<file path="config.mk">
export PLATFORM = sky130hd
export DESIGN_NAME = switch_rr_arbiter_flat
export DESIGN_NICKNAME = d
export VERILOG_FILES = /design/src/rtl/switch_rr_arbiter_if.sv /design/src/rtl/switch_rr_arbiter.sv /design/src/flat_wrapper.sv
export SDC_FILE = /design/constraint.sdc
export NUM_CORES = 1
export LEC_CHECK = 0
export CAP_MARGIN = 0
export CORE_ASPECT_RATIO = 1.1
export CORE_MARGIN = 4
export CORE_UTILIZATION = 66
export DETAILED_ROUTE_END_ITERATION = 10
export PLACE_DENSITY = 0.89
export SYNTH_ARGS = -nofsm -noshare
export SYNTH_HDL_FRONTEND = slang
export SYNTH_SLANG_ARGS = --single-unit
</file>
<file path="constraint.sdc">
create_clock -name i_Clk -period 7.3 [get_ports i_Clk]
set_input_delay 1.46 -clock i_Clk [delete_from_list [all_inputs] [get_ports i_Clk]]
set_output_delay 1.46 -clock i_Clk [all_outputs]
set_load 0.02 [all_outputs]
</file>
<file path="src/rtl/switch_rr_arbiter_if.sv">
// Switch-to-LED bundle between the raw board pins and the round-robin arbiter.
// The arbiter takes the slave side. Whatever drives the switches takes the master side.
interface switch_rr_arbiter_if;
  logic i_Switch_1;
  logic i_Switch_2;
  logic i_Switch_3;
  logic i_Switch_4;
  logic o_LED_1;
  logic o_LED_2;
  logic o_LED_3;
  logic o_LED_4;
  logic o_Busy;

  modport master (
    output i_Switch_1, i_Switch_2, i_Switch_3, i_Switch_4,
    input  o_LED_1, o_LED_2, o_LED_3, o_LED_4, o_Busy
  );

  modport slave (
    input  i_Switch_1, i_Switch_2, i_Switch_3, i_Switch_4,
    output o_LED_1, o_LED_2, o_LED_3, o_LED_4, o_Busy
  );
endinterface

</file>
<file path="src/rtl/switch_rr_arbiter.sv">
// Debounces four board switches and grants one LED at a time in round-robin order.
// Under contention each grant lasts exactly HOLD_CYCLES. Releasing a grant always passes through one idle cycle.
module switch_rr_arbiter #(
  parameter int DEBOUNCE_CYCLES = 250000,
  parameter int HOLD_CYCLES     = 12500000,
  parameter int CNT_W           = 24
) (
  input logic               i_Clk,
  input logic               i_Rst,
  switch_rr_arbiter_if.slave sw_bus
);

  typedef enum logic {IDLE, GRANT} state_t;

  localparam logic [CNT_W-1:0] DEB_LAST  = CNT_W'(DEBOUNCE_CYCLES - 1);
  localparam logic [CNT_W-1:0] HOLD_LAST = CNT_W'(HOLD_CYCLES - 1);

  logic [3:0]       raw;
  logic [3:0]       sync_a;
  logic [3:0]       sync_b;
  logic [3:0]       req;
  logic [CNT_W-1:0] deb_cnt [4];

  state_t           state_q;
  state_t           state_d;
  logic [3:0]       grant_q;
  logic [3:0]       grant_d;
  logic [1:0]       grant_idx_q;
  logic [1:0]       grant_idx_d;
  logic [1:0]       last_grant_q;
  logic [1:0]       last_grant_d;
  logic [CNT_W-1:0] hold_q;
  logic [CNT_W-1:0] hold_d;

  logic [3:0]       others;
  logic [1:0]       pick_idle;
  logic [1:0]       pick_rot;

  assign raw = {sw_bus.i_Switch_4, sw_bus.i_Switch_3, sw_bus.i_Switch_2, sw_bus.i_Switch_1};

  // Returns the first set bit of r, searching from last+1 round to last itself.
  function automatic logic [1:0] rr_pick(input logic [3:0] r, input logic [1:0] last);
    logic [1:0] idx;
    logic       found;
    logic [1:0] result;
    found  = 1'b0;
    result = last + 2'd1;
    for (int k = 1; k <= 4; k++) begin
      idx = last + 2'(k);
      if (!found && r[idx]) begin
        result = idx;
        found  = 1'b1;
      end
    end
    return result;
  endfunction

  always_ff @(posedge i_Clk or posedge i_Rst) begin
    if (i_Rst) begin
      sync_a <= '0;
      sync_b <= '0;
    end else begin
      sync_a <= raw;
      sync_b <= sync_a;
    end
  end

  // A level is accepted only after DEBOUNCE_CYCLES consecutive disagreeing samples.
  always_ff @(posedge i_Clk or posedge i_Rst) begin
    if (i_Rst) begin
      req <= '0;
      for (int i = 0; i < 4; i++) deb_cnt[i] <= '0;
    end else begin
      for (int i = 0; i < 4; i++) begin
        if (sync_b[i] == req[i]) begin
          deb_cnt[i] <= '0;
        end else if (deb_cnt[i] >= DEB_LAST) begin
          req[i]     <= sync_b[i];
          deb_cnt[i] <= '0;
        end else begin
          deb_cnt[i] <= deb_cnt[i] + 1'b1;
        end
      end
    end
  end

  always_ff @(posedge i_Clk or posedge i_Rst) begin
    if (i_Rst) begin
      state_q      <= IDLE;
      grant_q      <= '0;
      grant_idx_q  <= '0;
      last_grant_q <= 2'd3;
      hold_q       <= '0;
    end else begin
      state_q      <= state_d;
      grant_q      <= grant_d;
      grant_idx_q  <= grant_idx_d;
      last_grant_q <= last_grant_d;
      hold_q       <= hold_d;
    end
  end

  assign others    = req & ~grant_q;
  assign pick_idle = rr_pick(req, last_grant_q);
  assign pick_rot  = rr_pick(others, grant_idx_q);

  // The release check comes first, so a requester that drops as its hold expires goes back through IDLE.
  always_comb begin
    state_d      = state_q;
    grant_d      = grant_q;
    grant_idx_d  = grant_idx_q;
    last_grant_d = last_grant_q;
    hold_d       = hold_q;
    case (state_q)
      IDLE: begin
        grant_d = '0;
        if (|req) begin
          grant_idx_d = pick_idle;
          grant_d     = 4'(1) << pick_idle;
          hold_d      = HOLD_LAST;
          state_d     = GRANT;
        end
      end
      GRANT: begin
        if (!req[grant_idx_q]) begin
          grant_d      = '0;
          last_grant_d = grant_idx_q;
          hold_d       = '0;
          state_d      = IDLE;
        end else if (hold_q != '0) begin
          hold_d = hold_q - 1'b1;
        end else if (|others) begin
          grant_idx_d  = pick_rot;
          grant_d      = 4'(1) << pick_rot;
          last_grant_d = grant_idx_q;
          hold_d       = HOLD_LAST;
        end else begin
          hold_d = '0;
        end
      end
      default: begin
        grant_d = '0;
        state_d = IDLE;
      end
    endcase
  end

  always_comb begin
    sw_bus.o_LED_1 = grant_q[0];
    sw_bus.o_LED_2 = grant_q[1];
    sw_bus.o_LED_3 = grant_q[2];
    sw_bus.o_LED_4 = grant_q[3];
    sw_bus.o_Busy  = (state_q == GRANT);
  end

endmodule

</file>
<file path="src/flat_wrapper.sv">
// flat-port wrapper written by rule: the top's interface ports become plain ports
module switch_rr_arbiter_flat 
#(
  parameter int DEBOUNCE_CYCLES = 250000,
  parameter int HOLD_CYCLES     = 12500000,
  parameter int CNT_W           = 24
)
  (i_Clk, i_Rst, sw_bus_i_Switch_1, sw_bus_i_Switch_2, sw_bus_i_Switch_3, sw_bus_i_Switch_4, sw_bus_o_LED_1, sw_bus_o_LED_2, sw_bus_o_LED_3, sw_bus_o_LED_4, sw_bus_o_Busy);
  switch_rr_arbiter_if sw_bus_i ();
  input logic i_Clk;
  input logic i_Rst;
  input wire logic [$bits(sw_bus_i.i_Switch_1)-1:0] sw_bus_i_Switch_1;
  input wire logic [$bits(sw_bus_i.i_Switch_2)-1:0] sw_bus_i_Switch_2;
  input wire logic [$bits(sw_bus_i.i_Switch_3)-1:0] sw_bus_i_Switch_3;
  input wire logic [$bits(sw_bus_i.i_Switch_4)-1:0] sw_bus_i_Switch_4;
  output wire logic [$bits(sw_bus_i.o_LED_1)-1:0] sw_bus_o_LED_1;
  output wire logic [$bits(sw_bus_i.o_LED_2)-1:0] sw_bus_o_LED_2;
  output wire logic [$bits(sw_bus_i.o_LED_3)-1:0] sw_bus_o_LED_3;
  output wire logic [$bits(sw_bus_i.o_LED_4)-1:0] sw_bus_o_LED_4;
  output wire logic [$bits(sw_bus_i.o_Busy)-1:0] sw_bus_o_Busy;
  assign sw_bus_i.i_Switch_1 = sw_bus_i_Switch_1;
  assign sw_bus_i.i_Switch_2 = sw_bus_i_Switch_2;
  assign sw_bus_i.i_Switch_3 = sw_bus_i_Switch_3;
  assign sw_bus_i.i_Switch_4 = sw_bus_i_Switch_4;
  assign sw_bus_o_LED_1 = sw_bus_i.o_LED_1;
  assign sw_bus_o_LED_2 = sw_bus_i.o_LED_2;
  assign sw_bus_o_LED_3 = sw_bus_i.o_LED_3;
  assign sw_bus_o_LED_4 = sw_bus_i.o_LED_4;
  assign sw_bus_o_Busy = sw_bus_i.o_Busy;
  switch_rr_arbiter #(.DEBOUNCE_CYCLES(DEBOUNCE_CYCLES), .HOLD_CYCLES(HOLD_CYCLES), .CNT_W(CNT_W)) u_core (.i_Clk(i_Clk), .i_Rst(i_Rst), .sw_bus(sw_bus_i));
endmodule
</file>
==> results of run 1 <==
==> flip-flops by register name (all words and copies together), names as in the netlist <==
name	count
u_core.deb_cnt	96
u_core.sync_a	4
u_core.sync_b	4
u_core.last_grant_q	2
u_core.grant_q	4
u_core.grant_idx_q	2
u_core.sw_bus.o_Busy	1
u_core.hold_q	24
u_core.req	4
==> layout make-up <==
class / count / area, um^2 / area share (%)
multi-input cells: 508 / 3000 / 40.3
clock buffers: 17 / 414 / 5.56
well taps: 117 / 146 / 1.97
repair buffers: 11 / 108 / 1.44
flip-flops and latches: 141 / 3530 / 47.4
clock inverters: 15 / 204 / 2.74
inverters: 11 / 46.3 / 0.622
==> worst max-delay path by stage <==
stage / from / to / slack [ps] / cells past startpoint
after floorplan: i_Rst / u_core.deb_cnt[0]$_DFF_PP0_ / 2060 / 1
after global placement: i_Rst / u_core.deb_cnt[16]$_DFF_PP0_ / 4030 / 3
after detailed placement: i_Rst / u_core.deb_cnt[15]$_DFF_PP0_ / 3980 / 3
after CTS: u_core.sw_bus.o_Busy$_DFF_PP0_ / sw_bus_o_Busy / 3990 / 1
after global routing: u_core.sw_bus.o_Busy$_DFF_PP0_ / sw_bus_o_Busy / 3960 / 1
final: u_core.sw_bus.o_Busy$_DFF_PP0_ / sw_bus_o_Busy / 4000 / 1
==> per-layer routing <==
metal	GRT usage (%)	vias to the layer above
met2	43.3	183
met5	0	-
li1	-	2346
met4	10.3	0
met1	33.2	2487
met3	7.09	55
==> kinds of logic (layout without fill, tap and decap cells) <==
group	count (synthesis)	count (layout)	share of synthesized area (%)
simple gates	293	293	21.6
flops	141	141	53.8
compound gates	107	107	10.7
xor+xnor	70	70	9.33
buf+inv	31	54	1.90
mux	8	8	1.52
fa+ha+maj	6	6	1.14
other cells	1	24	0.0571
==> cell usage in the layout (no fill, tap or decap), types with 3 or more instances in the layout <==
| cell type | Yosys | final |
|---|---|---|
| a211o_1 | 3 | 3 |
| a21boi_0 | 5 | 5 |
| a21o_1 | 3 | 3 |
| a21oi_1 | 17 | 17 |
| a31oi_1 | 5 | 5 |
| and2_1 | 5 | 5 |
| and3_1 | 20 | 20 |
| and4_1 | 5 | 5 |
| bufinv_16 | 0 | 3 |
| clkbuf_16 | 0 | 16 |
| clkdlybuf4s50_1 | 0 | 10 |
| conb_1 | 1 | 24 |
| dfrtp_1 | 139 | 139 |
| ha_1 | 6 | 6 |
| inv_1 | 11 | 10 |
| inv_6 | 0 | 5 |
| inv_8 | 0 | 3 |
| mux2_2 | 6 | 6 |
| nand2_1 | 51 | 51 |
| nand2b_1 | 5 | 5 |
| nand3_1 | 34 | 34 |
| nand3b_1 | 4 | 4 |
| nand4_1 | 12 | 12 |
| nor2_1 | 110 | 110 |
| nor2b_1 | 4 | 4 |
| nor3_1 | 15 | 15 |
| nor4_1 | 12 | 12 |
| o21ai_0 | 40 | 40 |
| o31ai_1 | 3 | 3 |
| o32a_1 | 3 | 3 |
| o41ai_1 | 4 | 4 |
| or3_1 | 7 | 7 |
| xnor2_1 | 27 | 27 |
| xor2_1 | 43 | 43 |
==> power by group through the flow <==
stage | clock (mW) | sequential (mW) | combinational, mW
2_1_floorplan | 0 | 0.957 | 0.384
3_3_place_gp | 0 | 0.983 | 0.449
4_1_cts | 0.915 | 0.982 | 0.479
5_1_grt | 0.951 | 1.00 | 0.541
6_report | 0.906 | 0.987 | 0.488
3_5_place_dp | 0 | 0.992 | 0.472
==> through the flow <==
step / util [%] / worst slack, ps
3_5_place_dp: 71.6 / 3980
6_report: 78.1 / 4000
4_1_cts: 78.1 / 3990
3_3_place_gp: 71.6 / 4030
2_1_floorplan: - / 2060
5_1_grt: 78.1 / 3960
==> results by group, run 1 <==
Die
  – Die X: 103 um
  – Initial cell density of the core: between 60 and 70%
  – Core Region: 9540 um^2
  – Die Ht: 113 um
  – I/O pin total: 11
  – Rows: 37
  – Die Area: roughly 12000 um^2

Synthesis
  – Syn avg cell area: 10.0 um^2
  – Seq cells post-synth: 141
  – Largest cells by area after synthesis: dfrtp_1 (53%), nor2_1 (6.3%), xor2_1 (5.7%)
  – Main synth FF type: dfrtp_1
  – Yosys top cell by area: dfrtp_1
  – Number of synthesized flops with an enable pin: 0
  – Mapped cell area: 6570 um^2
  – Most frequent cell after synthesis: dfrtp_1
  – YS warnings: 0
  – Ys async rst share: 100%
  – Seq/Total Area, Yosys: 53.8%
  – Commonest cells in the netlist: dfrtp_1 (139), nor2_1 (110), nand2_1 (51)
  – Count of mapped cells out of synthesis: 657
  – Post-synthesis cell type count: 62
  – Post-synth top area share: 53.0%

Min path
  – Worst Hold Path EP: u_core.sync_b[3]$_DFF_PP0_
  – Worst hold start: u_core.sync_a[3]$_DFF_PP0_
  – Worst min-delay path class: reg2reg
  – Worst hold path depth: 0

STA
  – Hold Slack: 356 ps
  – Max transition margin: 23.2%
  – F_max: 303 MHz
  – Clock Skews: between 7 and 8 ps
  – Post-route minimum period: 3300 ps
  – Unrepaired setup endpoints after global routing: no
  – Final Setup Violations: 0
  – Post-route clock period utilization: between 40% and 50%
  – Max-slew violations: 0
  – Total negative slack: 0 ps
  – Hold Fails Final Rpt: 0
  – Worst-margin pin slew: 1140 ps

Global route
  – First-pass GRT wire length: 24.2 mm
  – Largest net degree at the start of global routing: 74
  – Initial antenna violation count: 0
  – Vias in the first global route: 5183
  – Grt ovf: 0
  – Total track usage: between 20% and 30%

CTS
  – Clk sink count: 141
  – Cts repair resizes: 0
  – H-tree lvl count: 4
  – CTS buffer count: 17
  – TritonCTS clock tree: built
  – Worst-Skew Late Latency: 540 ps
  – Max clock buf depth: 2
  – CTS Hold Bufs: 0
  – Post-CTS setup buffers: 0
  – Root Driver: clkbuf_8
  – Reg clk slew, reported paths: 60 ps

Routing
  – Drt wl/cell: 17.1 um
  – Antenna Nets Post-Route: 0
  – WL met2: 7.19 mm
  – Initial drt markers: 351
  – Post-Route WL: ~14 mm
  – DR WL met3: 707 um
  – Vias: 5071
  – Highest routed metal layer: met4
  – Post-route DRC: 0
  – Met1 WL: 5.76 mm
  – Via-to-Cell Ratio: between 6 and 7
  – Drt pass-1 iters: 6

Setup path
  – Crit path largest cell delay: 690 ps
  – R2R Path Start: u_core.hold_q[20]$_DFFE_PP0P_
  – WP data arrival: 1840 ps
  – Worst Path Buf+Inv: 1
  – Crit path max fanout: 14
  – Reg2reg setup slack: 4410 ps
  – Critical-path cell list: clkdlybuf4s50_1
  – Worst r2r dst: u_core.hold_q[6]$_DFFE_PP0P_
  – Delay-heaviest family, CP: buffers and inverters
  – CP startpoint kind: flip-flop
  – Worst Reg2Reg Path Length in Cells: 6
  – CP endpoint kind: primary output
  – Crit-path slowest cell: clkdlybuf4s50_1
  – Crit path required time: 5840 ps
  – Crit path kind: reg2out

Power
  – Design Power: around 2.4 mW
  – Sequential share of power: 41.4%
  – Switch share: 32.6%
  – Clock Power Share: 38.0%
  – Leakage power: 3.13 nW
  – Pwr dens: around 320 nW/um^2
  – Maximum vdd drop: 191 uV
  – Proportion of power drawn by combinational gates: 20.5%
  – Sw Pwr: 0.776 mW
  – Internal Power: 1.61 mW

Finish
  – Design area: 7450 um^2
  – Antenna Cells: 0
  – Area Growth Syn to Fin: 13.4%
  – Fin nets: 702
  – Ratio of cells with drive above 1 in the final layout: 6.83%
  – Final cell count without fillers: 820
  – Fill count: approximately 570

Placement
  – Post-DP HPWL: ~8.4 mm
  – Dpl cells: 788
  – IO buf count: 10
  – Gpl congestion: 0.840
  – Placed Instance Area: 6830 um^2

Flow run
  – Maximum capacitance violations: 0

Outcome
  – Status: completed
No activity file was read; power rests on OpenSTA's default activity.
==> run 2, diff against run 1 <==
Settings changed: CORE_UTILIZATION 66 to 62, PLACE_DENSITY 0.89 to 0.84.
Clock period 7.3 ns to 3.4 ns, I/O delays scaled along.
==> results by group, run 2 (synthesis gave the netlist of run 1 again) <==
STA
  – Hold Fails Final Rpt: 0
  – Clock Skews: 9.54 ps
  – Post-route clock period utilization: about 85%
  – Max-slew violations: 0
  – Total negative slack: 0 ps
  – Post-route minimum period: 2900 ps
  – Final Setup Violations: 0
  – Max transition margin: 47.9%
  – Worst-margin pin slew: 774 ps
  – Unrepaired setup endpoints after global routing: no
  – F_max: 345 MHz

CTS
  – Max clock buf depth: 2
  – Cts repair resizes: 0
  – CTS buffer count: 17
  – Post-CTS setup buffers: 0
  – TritonCTS clock tree: built
  – Reg clk slew, reported paths: 70 ps
  – Worst-Skew Late Latency: 430 ps
  – H-tree lvl count: 4
  – CTS Hold Bufs: 0
  – Root Driver: clkbuf_16
  – Clk sink count: around 140

Finish
  – Sequential Area: 3530 um^2
  – Largest Register: u_core.deb_cnt
  – Design area: 7500 um^2
  – Ratio of cells with drive above 1 in the final layout: roughly 7.6%
  – Final core utilization: 72.1%
  – Fill count: 725
  – Fin nets: 709
  – Max FFs per register: 96
  – Commonest non-fill, non-tap cell in the layout: dfrtp_1
  – Commonest non-fill, non-tap cells in the layout: dfrtp_1 (139), nor2_1 (110), nand2_1 (51)
  – Top Registers: u_core.deb_cnt x96, u_core.hold_q x24
  – Area of the multi-input gates: 3000 um^2
  – Final cell count without fillers: 852
  – Area Growth Syn to Fin: 14.2%
  – Antenna Cells: 0

Power
  – Pwr dens: 665 nW/um^2
  – Maximum vdd drop: 381 uV
  – Design Power: 4.98 mW
  – Leakage power: around 3.1 nW

Die
  – Die Area: 12300 um^2
  – Core Region: 10400 um^2
  – Die X: 106 um
  – Die Ht: 116 um
  – Initial cell density of the core: 63.2%
  – Rows: 39
  – I/O pin total: 11

Global route
  – Total track usage: 23.9%
  – Largest net degree at the start of global routing: 59
  – Initial antenna violation count: 0
  – Vias in the first global route: between 5000 and 6000
  – Grt ovf: 0
  – First-pass GRT wire length: around 23 mm

Setup path
  – Crit path kind: reg2reg
  – Worst r2r dst: u_core.hold_q[19]$_DFFE_PP0P_
  – Reg2reg setup slack: 500 ps
  – Worst Reg2Reg Path Length in Cells: 6
  – Crit path max fanout: 13
  – Delay-heaviest family, CP: simple AND/OR/NAND/NOR gates
  – CP startpoint kind: flip-flop
  – R2R Path Start: u_core.hold_q[14]$_DFFE_PP0P_
  – Crit path required time: 3710 ps
  – CP endpoint kind: flip-flop
  – Worst Path Buf+Inv: 0
  – Critical-path cell list: nor4_1 -> nand3_1 -> or3_1 -> o21ai_4 -> o21ai_0 -> a211o_1
  – Crit path largest cell delay: 600 ps
  – WP data arrival: 3210 ps
  – Crit-path slowest cell: or3_1

Routing
  – Initial drt markers: 300
  – Post-Route WL: 13.2 mm
  – Vias: 4985
  – Drt pass-1 iters: 5
  – Post-route DRC: 0
  – Drt wl/cell: around 16 um
  – Antenna Nets Post-Route: 0
  – Via-to-Cell Ratio: 5.85

Placement
  – Gpl congestion: 0.866
  – Placed Instance Area: between 6000 and 7000 um^2
  – Dpl cells: 821
  – IO buf count: 10
  – Post-DP HPWL: around 8.7 mm

Min path
  – Worst Hold Path EP: u_core.sync_b[3]$_DFF_PP0_
  – Worst hold start: u_core.sync_a[3]$_DFF_PP0_
  – Worst min-delay path class: reg2reg
  – Worst hold path depth: 0

Flow run
  – Maximum capacitance violations: 0

Outcome
  – Status: completed
[run 2: cell count changes in the layout (fill, tap and decap cells not counted), sizes merged]
cell      change
buf           +7
inv           -7
clkinv        +5
clkinvlp      +2
bufinv        -1
[run 2: how the worst max path moves through the flow]
stage | startpoint | cells past startpoint | end
6_report | u_core.hold_q[14]$_DFFE_PP0P_ | 6 | u_core.hold_q[19]$_DFFE_PP0P_
5_1_grt | u_core.hold_q[14]$_DFFE_PP0P_ | 6 | u_core.hold_q[3]$_DFFE_PP0P_
4_1_cts | u_core.hold_q[14]$_DFFE_PP0P_ | 6 | u_core.hold_q[19]$_DFFE_PP0P_
3_5_place_dp | u_core.hold_q[14]$_DFFE_PP0P_ | 6 | u_core.hold_q[3]$_DFFE_PP0P_
3_3_place_gp | u_core.hold_q[14]$_DFFE_PP0P_ | 6 | u_core.hold_q[3]$_DFFE_PP0P_
2_1_floorplan | i_Rst | 1 | u_core.deb_cnt[0]$_DFF_PP0_
[run 2: layout make-up]
class,instances,area share [%]
clock buffer,17,5.67
sequential,141,47.1
tap,143,2.39
multi-input combinational,508,40.0
clock inverter,14,1.95
inverter,11,0.601
timing repair buffer,18,2.30
[run 2: metrics by stage]
stage | hold slack (ps) | setup slack [ps]
finish | 351 | 502
global route | 359 | 268
CTS | 351 | 533
detailed placement | 338 | 567
global placement | 335 | 727
floorplan | 331 | 959
[run 2: metal layers]
| layer | track usage (%) | part of all wire [%] |
|---|---|---|
| met5 | 0 | 0 |
| met4 | 8.81 | 1.5 |
| met3 | 7.13 | 4.6 |
| met2 | 40.6 | 52 |
| met1 | 29.0 | 42 |
[run 2: report_power, final]
group	internal, mW	switching [mW]	leakage (nW)	total [mW]
clock network	1.07	0.730	0.275	1.80
logic	0.457	0.609	1.05	1.07
registers	1.86	0.249	1.83	2.11
[run 2: worst register-to-register path: stages, from the launching register on]
cell and delay [ps]:
dfrtp_1 410, nor4_1 580, nand3_1 380, or3_1 600
o21ai_4 330, o21ai_0 160, a211o_1 320
